--- config.mk ---
export PLATFORM = sky130hd
export DESIGN_NAME = booth_mul_arbiter
export DESIGN_NICKNAME = d
export VERILOG_FILES = /design/src/rtl/booth_mul_arbiter.sv
export SDC_FILE = /design/constraint.sdc
export NUM_CORES = 1
export LEC_CHECK = 0
export BUFFER_PORTS_ARGS = -buffer_cell sky130_fd_sc_hd__buf_2
export CAP_MARGIN = 20
export CORE_MARGIN = 8
export CORE_UTILIZATION = 42
export CTS_CLUSTER_SIZE = 30
export DETAILED_ROUTE_END_ITERATION = 8
export GPL_ROUTABILITY_DRIVEN = 0
export PLACE_DENSITY = 0.79
export SLEW_MARGIN = 20
export SYNTH_ARGS = -nofsm -noshare
export SYNTH_HDL_FRONTEND = slang
export SYNTH_SLANG_ARGS = --single-unit
--- constraint.sdc ---
create_clock -name clk -period 1.8 [get_ports clk]
set_input_delay 0.36 -clock clk [delete_from_list [all_inputs] [get_ports clk]]
set_output_delay 0.36 -clock clk [all_outputs]
set_load 0.02 [all_outputs]
--- src/rtl/booth_mul_arbiter.sv ---
// ============================================================================
// booth_mul_arbiter
// Round-robin scheduler sharing one 8x8 signed Booth multiplier among NREQ
// requesters, with a watchdog on the multiplier's done pulse.
// Revision: 1.0
// ============================================================================
`default_nettype none

module booth_mul_arbiter #(
  parameter int NREQ    = 4,
  parameter int IDW     = 2,
  parameter int TIMEOUT = 31
) (
  input  logic                clk,
  input  logic                rst,
  input  logic [NREQ-1:0]     req,
  input  logic [8*NREQ-1:0]   req_a,
  input  logic [8*NREQ-1:0]   req_b,
  output logic [NREQ-1:0]     ack,
  output logic [15:0]         rsp_prod,
  output logic [IDW-1:0]      rsp_id,
  output logic                rsp_err,
  output logic                busy,
  output logic                mul_start,
  output logic [7:0]          mul_a,
  output logic [7:0]          mul_b,
  input  logic [15:0]         mul_prod,
  input  logic                mul_done
);

  localparam int CW = $clog2(TIMEOUT + 1);

  typedef enum logic [1:0] {
    IDLE  = 2'd0,
    ISSUE = 2'd1,
    WAIT  = 2'd2,
    RESP  = 2'd3
  } state_t;

  state_t          state;
  logic [IDW-1:0]  ptr;
  logic [IDW-1:0]  id;
  logic [CW-1:0]   wait_cnt;

  logic            any_req;
  logic [IDW-1:0]  gnt_id;
  logic [IDW-1:0]  ptr_next;
  logic [IDW:0]    idx;

  // First set request at or above ptr, wrapping modulo NREQ.
  always_comb begin
    any_req = 1'b0;
    gnt_id  = '0;
    idx     = '0;
    for (int k = 0; k < NREQ; k++) begin
      idx = {1'b0, ptr} + (IDW+1)'(k);
      if (idx >= (IDW+1)'(NREQ))
        idx = idx - (IDW+1)'(NREQ);
      if (!any_req && req[idx[IDW-1:0]]) begin
        any_req = 1'b1;
        gnt_id  = idx[IDW-1:0];
      end
    end
    ptr_next = (gnt_id == IDW'(NREQ - 1)) ? '0 : gnt_id + IDW'(1);
  end

  always_ff @(posedge clk or posedge rst) begin
    if (rst) begin
      state     <= IDLE;
      ptr       <= '0;
      id        <= '0;
      wait_cnt  <= '0;
      ack       <= '0;
      rsp_prod  <= '0;
      rsp_id    <= '0;
      rsp_err   <= 1'b0;
      busy      <= 1'b0;
      mul_start <= 1'b0;
      mul_a     <= '0;
      mul_b     <= '0;
    end else begin
      case (state)
        IDLE: begin
          if (any_req) begin
            id        <= gnt_id;
            ptr       <= ptr_next;
            mul_a     <= req_a[8*gnt_id +: 8];
            mul_b     <= req_b[8*gnt_id +: 8];
            mul_start <= 1'b1;
            busy      <= 1'b1;
            state     <= ISSUE;
          end
        end
        ISSUE: begin
          mul_start <= 1'b0;
          wait_cnt  <= '0;
          state     <= WAIT;
        end
        WAIT: begin
          // wait_cnt counts completed WAIT cycles; the TIMEOUT-th gives up.
          if (mul_done) begin
            rsp_prod <= mul_prod;
            rsp_id   <= id;
            rsp_err  <= 1'b0;
            ack      <= NREQ'(1) << id;
            state    <= RESP;
          end else if (wait_cnt == CW'(TIMEOUT - 1)) begin
            rsp_prod <= '0;
            rsp_id   <= id;
            rsp_err  <= 1'b1;
            ack      <= NREQ'(1) << id;
            state    <= RESP;
          end else begin
            wait_cnt <= wait_cnt + CW'(1);
          end
        end
        RESP: begin
          ack     <= '0;
          rsp_err <= 1'b0;
          busy    <= 1'b0;
          state   <= IDLE;
        end
        default: state <= IDLE;
      endcase
    end
  end

endmodule

`default_nettype wire
## After elaboration in Yosys (flattened, before gate mapping)

Cells that the tools add are included.

- Reduce and logical (&&, ||, !) cells: 19
- $add $sub $neg: 9
- Mux-type cells: 41
- Eq/ne operators: 9
- Magnitude comparators: 8
- Shifts and indexed selects: 3

Operators by type and width:

| kind | count |
|---|---|
| 32-bit by 6-bit indexed part select with 8-bit output | 2 |
| 16-bit two-way mux | 2 |
| 2-bit two-way mux | 14 |
| 2-bit by 3-bit less-than comparator with 1-bit output, second input constant | 4 |
| 2-bit AND reduction | 6 |
| 1-bit two-way mux | 11 |
| 5-bit two-way mux | 2 |
| 5-bit one-hot mux with 2 select lines | 1 |
| 2-bit nonzero test | 5 |
| 3-bit >= comparator, second input constant | 3 |
| 1-bit binary-select mux with 2-bit select | 4 |
| 4-bit two-way mux | 2 |
| 2-bit one-hot mux with 4 select lines | 1 |
| 4-bit one-hot mux with 2 select lines | 1 |
| 2-bit by 1-bit subtractor with 2-bit output, second input constant | 4 |
| 2-bit by 2-bit adder with 3-bit output, second input constant | 2 |
| 2-bit equality test, second input constant | 3 |
| 2-bit != test, second input constant | 3 |
| 1-bit one-hot mux with 2 select lines | 3 |
| 5-bit by 1-bit adder with 5-bit output, second input constant | 1 |
| 5-bit equality test, second input constant | 1 |
| 1-bit by 2-bit << shifter with 4-bit output, first input constant | 1 |
| 2-bit by 1-bit adder with 3-bit output, second input constant | 1 |
| 2-bit by 3-bit >= comparator with 1-bit output, second input constant | 1 |
| 7 further kinds | 11 |

- Register bits after elaboration: 52
- Word-level logic and storage cells: 101
- Input bits: 87

## Logic depth before layout (Yosys ltp)

- Word-level depth: 16
- Depth in mapped cells: 8
- Gate-level depth less buffers: 7

## Least setup slack after synthesis

OpenSTA, ideal clock, no wires.

- Path kind: register to register
- Start: reg wait_cnt[0]
- End: reg rsp_id[0]
- Data required time: 1675 ps
- Buffers on the path: 1
- Data arrival time: 1580 ps
- Stages on the path, launching flop included: 7
- Setup slack: 96 ps
- Setup time: 125 ps
- Cells stage by stage: dfrtp_1 > inv_1 > ha_1 > a41oi_1 > nand2b_1 > buf_2 > mux2_2

- Word-level cells in the longest chain between the ends: 3

Ends and longest elaborated chain:

| element | RTL line | RTL |
|---|---|---|
| start: declaration | 43 | `logic [CW-1:0] wait_cnt;` |
| start signal: assignment | 114 | `wait_cnt <= wait_cnt + CW'(1);` |
| 5-bit equality test | 107 | `end else if (wait_cnt == CW'(TIMEOUT - 1)) begin` |
| 2-bit nonzero test (no source line) | -- |  |
| 2-bit AND reduction (no source line) | -- |  |
| end signal: assignment | 103 | `rsp_id <= id;` |
| end signal: assignment | 109 | `rsp_id <= id;` |
| end: declaration | 21 | `output logic [IDW-1:0] rsp_id,` |

Every way passes these cells.
A chain may end at the register's enable or synchronous reset.

## Worst setup path in the final report

- Start: reg ptr[0]
- End: reg mul_b[0]

- Word-level cells in the longest chain between the ends: 15

Ends and longest elaborated chain:

| element | RTL line | RTL |
|---|---|---|
| start: declaration | 41 | `logic [IDW-1:0] ptr;` |
| start signal: assignment | 86 | `ptr <= ptr_next;` |
| parallel branches: the longest is 15 deep, another holds 2-bit by 1-bit adder with 3-bit output | -- |  |
| end signal: assignment | 88 | `mul_b <= req_b[8*gnt_id +: 8];` |
| end: declaration | 26 | `output logic [7:0] mul_b,` |

Parallel ways; which one is timed is not known. The select of a mux whose other input is x is not followed.

==> results.md <==
Global routing:
- The number of global-route vias before repair is 2,442.
- The first global-routing pass estimated 11,120 um of wire.
- The met1 capacity usage during global routing is 0.1783.
- After global routing the overflow that remains totals 0.
- In the global route stage, overall resource usage came out at 0.1513.
- The routing layer with the top usage in global route is met2.
- The pin count of the biggest net entering global routing is 37.
- For met3 alone, demand over resource in global routing was 0.03622.
- The number of antenna violations at the first check in global routing is 0.
- The global-route met2 utilization is 0.2629.

Power:
- IR analysis of the VDD net gives a maximum drop of 900.0 uV.
- The static leakage power is 1.888 nW.
- Power spread over the standard cell area amounts to 1692 nW/um^2.
- The total power after layout is 0.006094 W.

Layout:
- For this run, the share of the core covered by cells in the final layout is 0.5770.
- The number of antenna repair diodes is 0.
- Of the cells placed in the final design, the portion with a size suffix greater than 1 is 0.4397.
- The post-synthesis to final-layout area growth is 35.75%.
- Summing all non-filler instances in the final layout gives an area of 3601 um^2.
- In the final design database the tool counted 465 nets.
- The filler cells instantiated in the layout total 550.

Logic synthesis:
- The synthesized design contains 52 register bits.
- The arithmetic-cell share of the synthesized area counting full adders, half adders and majority gates is 0.02830.
- Synthesis produced a netlist with a net count of 330.
- The mapped netlist covers 2653 um^2.
- Of the total synthesized cell area, the portion taken by XOR and XNOR cells is 0.006604.
- The share of the synthesized area in compound gates (AO/OA/AOI/OAI) is 0.1920.
- The top cell type by total area after synthesis is sky130_fd_sc_hd__dfrtp_1.
- Yosys instantiated no cell more often than sky130_fd_sc_hd__dfrtp_1.
- Sorting the synthesized cells by area gives the leading types as sky130_fd_sc_hd__dfrtp_1, sky130_fd_sc_hd__mux2i_1, sky130_fd_sc_hd__o221ai_2.
- The average instance area after synthesis is 11.19 um^2.
- Yosys printed 0 warnings.
- After technology mapping, the gate count stands at 237.
- After synthesis, the share of cell area in mux cells is 0.1250.
- Counting flops with a built-in enable in the synthesized netlist gives 0.
- After synthesis, the largest family of logic cells by area is compound AO/OA/AOI/OAI gates.
- The share of the Yosys chip area taken by registers is 0.4906.
- Yosys mapped the design onto 33 distinct sky130hd cell types.
- Of the total synthesized cell area, the portion taken by AND, OR, NAND and NOR gates is 0.1113.
- After synthesis, the most frequently instantiated cells are sky130_fd_sc_hd__dfrtp_1, sky130_fd_sc_hd__nand2_1, sky130_fd_sc_hd__mux2i_1.
- The share of the synthesized area in the top cell type is 0.4906.
- Among all flip-flop cells after synthesis, the most frequent one is sky130_fd_sc_hd__dfrtp_1.
- The share of async-settable or async-resettable flops after synthesis is 1.000.

Critical path:
- The kind of end point of the critical path is a register.
- Data on the critical path is required at its endpoint by 1.99 ns.
- The worst-path maximum fanout is 16.
- For the worst setup path, the data arrival time is 1.89 ns.
- STA classifies the critical path startpoint as a register.
- Setup slack on the worst reg-to-reg path comes out at 0.10 ns.
- The type of the worst setup path is register to register.

STA:
- The pin slew with the least headroom to its limit is 0.5651 ns.
- The relative max-transition margin is 0.6232.
- The final-report hold violation count came to 0.
- The achievable frequency is 589.1 MHz.
- The shortest period the worst path allows is 1.698 ns.
- Clock skew on the completed layout was measured at 0.01047 ns.
- Setup repair after global routing left no endpoint under its margin.
- Dividing the final minimum period by the clock period gives 0.9431.
- The number of setup violations in the final report is 0.
- The max-slew violation count came to 0.

Drt:
- The detail-routed net length per standard cell is 16.22 um.
- The wire length after detailed routing is 7298 um.
- Using the TritonRoute via totals, the vias-per-cell ratio works out to 5.167.
- The number of routed nets with antenna violations is 0.
- The number of violations reported at the end of detailed-routing iteration 0 is 78.
- The first detailed-routing pass took 4 iterations.
- The number of vias in the routed layout is 2,325.
- The DRC violation count after routing is 0.

Run status:
- The run finished with clean final reports.

CTS:
- For this design, the sink count on the clock tree is 52.
- The number of gates resized after cts is 0.
- After clock tree synthesis, the clock-pin slew on the worst setup and hold paths is 0.10 ns.
- The number of clock buffers inserted by TritonCTS is 5.
- The clock tree from TritonCTS is yes.
- For the worst-skew pair, the clock arrives at the later sink with an insertion delay of 0.30 ns.
- The clock tree synthesis step divided the H-tree into 2 levels.
- In this run the deepest clock path goes through 2 buffers.
- The cell sitting at the root of the clock tree is a sky130_fd_sc_hd__clkbuf_8.

Placed design:
- The number of input and output port buffers inserted is 127.
- Once detailed placement completed, the half-perimeter wirelength came to 5686 um.
- Once placement finished, the instance area stood at 3455 um^2.

Worst hold path:
- The tightest min-delay check is of the input port to asynchronous set/reset pin type.

Flow run:
- The tool flagged a number of max-cap violations equal to 0.

Floorplanning:
- The die height is 95.47 um.
- The initial utilization of the core area, before any placement, comes to 0.4250.
- The die covers 9115 um^2.
- The total number of placement rows is 29.
- The die is 95.47 um wide.
- 128 I/O pins were placed.
- The area of the core is 6241 um^2.
-- registers in the layout, summed over array words and instances (netlist names) --
name	cells
rsp_err	1
busy	1
mul_start	1
id	2
ack	4
rsp_id	2
wait_cnt	5
mul_a	8
mul_b	8
ptr	2
rsp_prod	16
state	2
-- path summary, 6_finish.rpt --
check / start / endpoint / cells past startpoint
max reg2reg: ptr[0]$_DFFE_PP0P_ / mul_b[0]$_DFFE_PP0P_ / 6
min: rst / mul_a[2]$_DFFE_PP0P_ / 2
min in group clk: mul_prod[12] / rsp_prod[12]$_DFFE_PP0P_ / 2
min reg2reg: mul_a[6]$_DFFE_PP0P_ / mul_a[6]$_DFFE_PP0P_ / 2
max in group asynchronous: rst / rsp_id[1]$_DFFE_PP0P_ / 3
max: ptr[0]$_DFFE_PP0P_ / mul_b[0]$_DFFE_PP0P_ / 6
-- final cells by class --
cell class                 count  area [um^2]  share of cell area
timing repair buffer         142        815.8              0.2265
inverter                       7        26.28            0.007297
tap                           77        96.34             0.02675
clock buffer                   6        82.58             0.02293
clock inverter                 2        38.79             0.01077
sequential                    52         1301              0.3614
multi-input combinational    164         1240              0.3443
-- critical path: stages, from the launching register on --
cell                        delay, ns
sky130_fd_sc_hd__dfrtp_1         0.42
sky130_fd_sc_hd__nor2b_1         0.21
sky130_fd_sc_hd__o21ai_1         0.18
sky130_fd_sc_hd__o221ai_4        0.13
sky130_fd_sc_hd__clkbuf_16       0.26
sky130_fd_sc_hd__mux2i_1         0.26
sky130_fd_sc_hd__o221ai_2        0.12
-- cell families after synthesis --
logic type | count (synthesis)
AND/OR/NAND/NOR | 66
flip-flops | 52
AO/OA/AOI/OAI | 57
buffers and inverters | 21
multiplexers | 33
adder cells (fa/ha/maj) | 6
XOR/XNOR | 2
-- per-layer routing --
layer / part of all wire / up-vias / wire, um
met5: 0 / - / 0
li1: - / 1133 / -
met2: 0.53 / 67 / 3865
met3: 0.045 / 8 / 325
met1: 0.41 / 1117 / 2997
met4: 0.015 / 0 / 109
-- metrics by stage --
stage          TNS (ns)  instances  hold WS [ns]  worst slack, ns
6_report              0        450       0.03453           0.1024
2_1_floorplan         0        237        0.4561          0.09578
3_5_place_dp   -0.05404        441        0.3684         -0.02999
4_1_cts               0        449       0.02961          0.05433
5_1_grt               0        450       0.06153         0.008612
3_3_place_gp          0        441        0.3653          0.08947
-- power by group --
group          total (W)  internal, W  switching [W]
sequential       0.00202      0.00170       0.000319
clock           0.000836     0.000455       0.000381
combinational    0.00324      0.00136        0.00187
-- cells in the final DEF (no fill, tap or decap), types with 2 or more instances in the layout --
| cell type | netlist | layout |
|---|---|---|
| sky130_fd_sc_hd__buf_2 | 2 | 127 |
| sky130_fd_sc_hd__dfrtp_1 | 52 | 52 |
| sky130_fd_sc_hd__nand2_1 | 35 | 35 |
| sky130_fd_sc_hd__mux2i_1 | 32 | 32 |
| sky130_fd_sc_hd__a22o_1 | 16 | 16 |
| sky130_fd_sc_hd__o21ai_0 | 13 | 13 |
| sky130_fd_sc_hd__o221ai_2 | 11 | 10 |
| sky130_fd_sc_hd__buf_4 | 3 | 10 |
| sky130_fd_sc_hd__nor2_1 | 9 | 9 |
| sky130_fd_sc_hd__inv_1 | 7 | 6 |
| sky130_fd_sc_hd__o221ai_1 | 6 | 6 |
| sky130_fd_sc_hd__ha_1 | 6 | 6 |
| sky130_fd_sc_hd__clkbuf_8 | 0 | 6 |
| sky130_fd_sc_hd__nor2b_1 | 5 | 5 |
| sky130_fd_sc_hd__a21oi_1 | 4 | 4 |
| sky130_fd_sc_hd__nand3_1 | 4 | 4 |
| sky130_fd_sc_hd__buf_12 | 0 | 4 |
| sky130_fd_sc_hd__nand2b_1 | 3 | 3 |
| sky130_fd_sc_hd__and2_1 | 3 | 3 |
| sky130_fd_sc_hd__nor3_1 | 2 | 2 |
| sky130_fd_sc_hd__nand4_1 | 2 | 2 |
| sky130_fd_sc_hd__xor2_1 | 2 | 2 |
-- repair_timing --
item / 4_1_cts / 5_1_grt
setup endpoints to repair: 0 / 8
buffers inserted: 0 / 0
hold buffers: 0 / 0
Note: power is estimated with default switching activity, not from simulation.
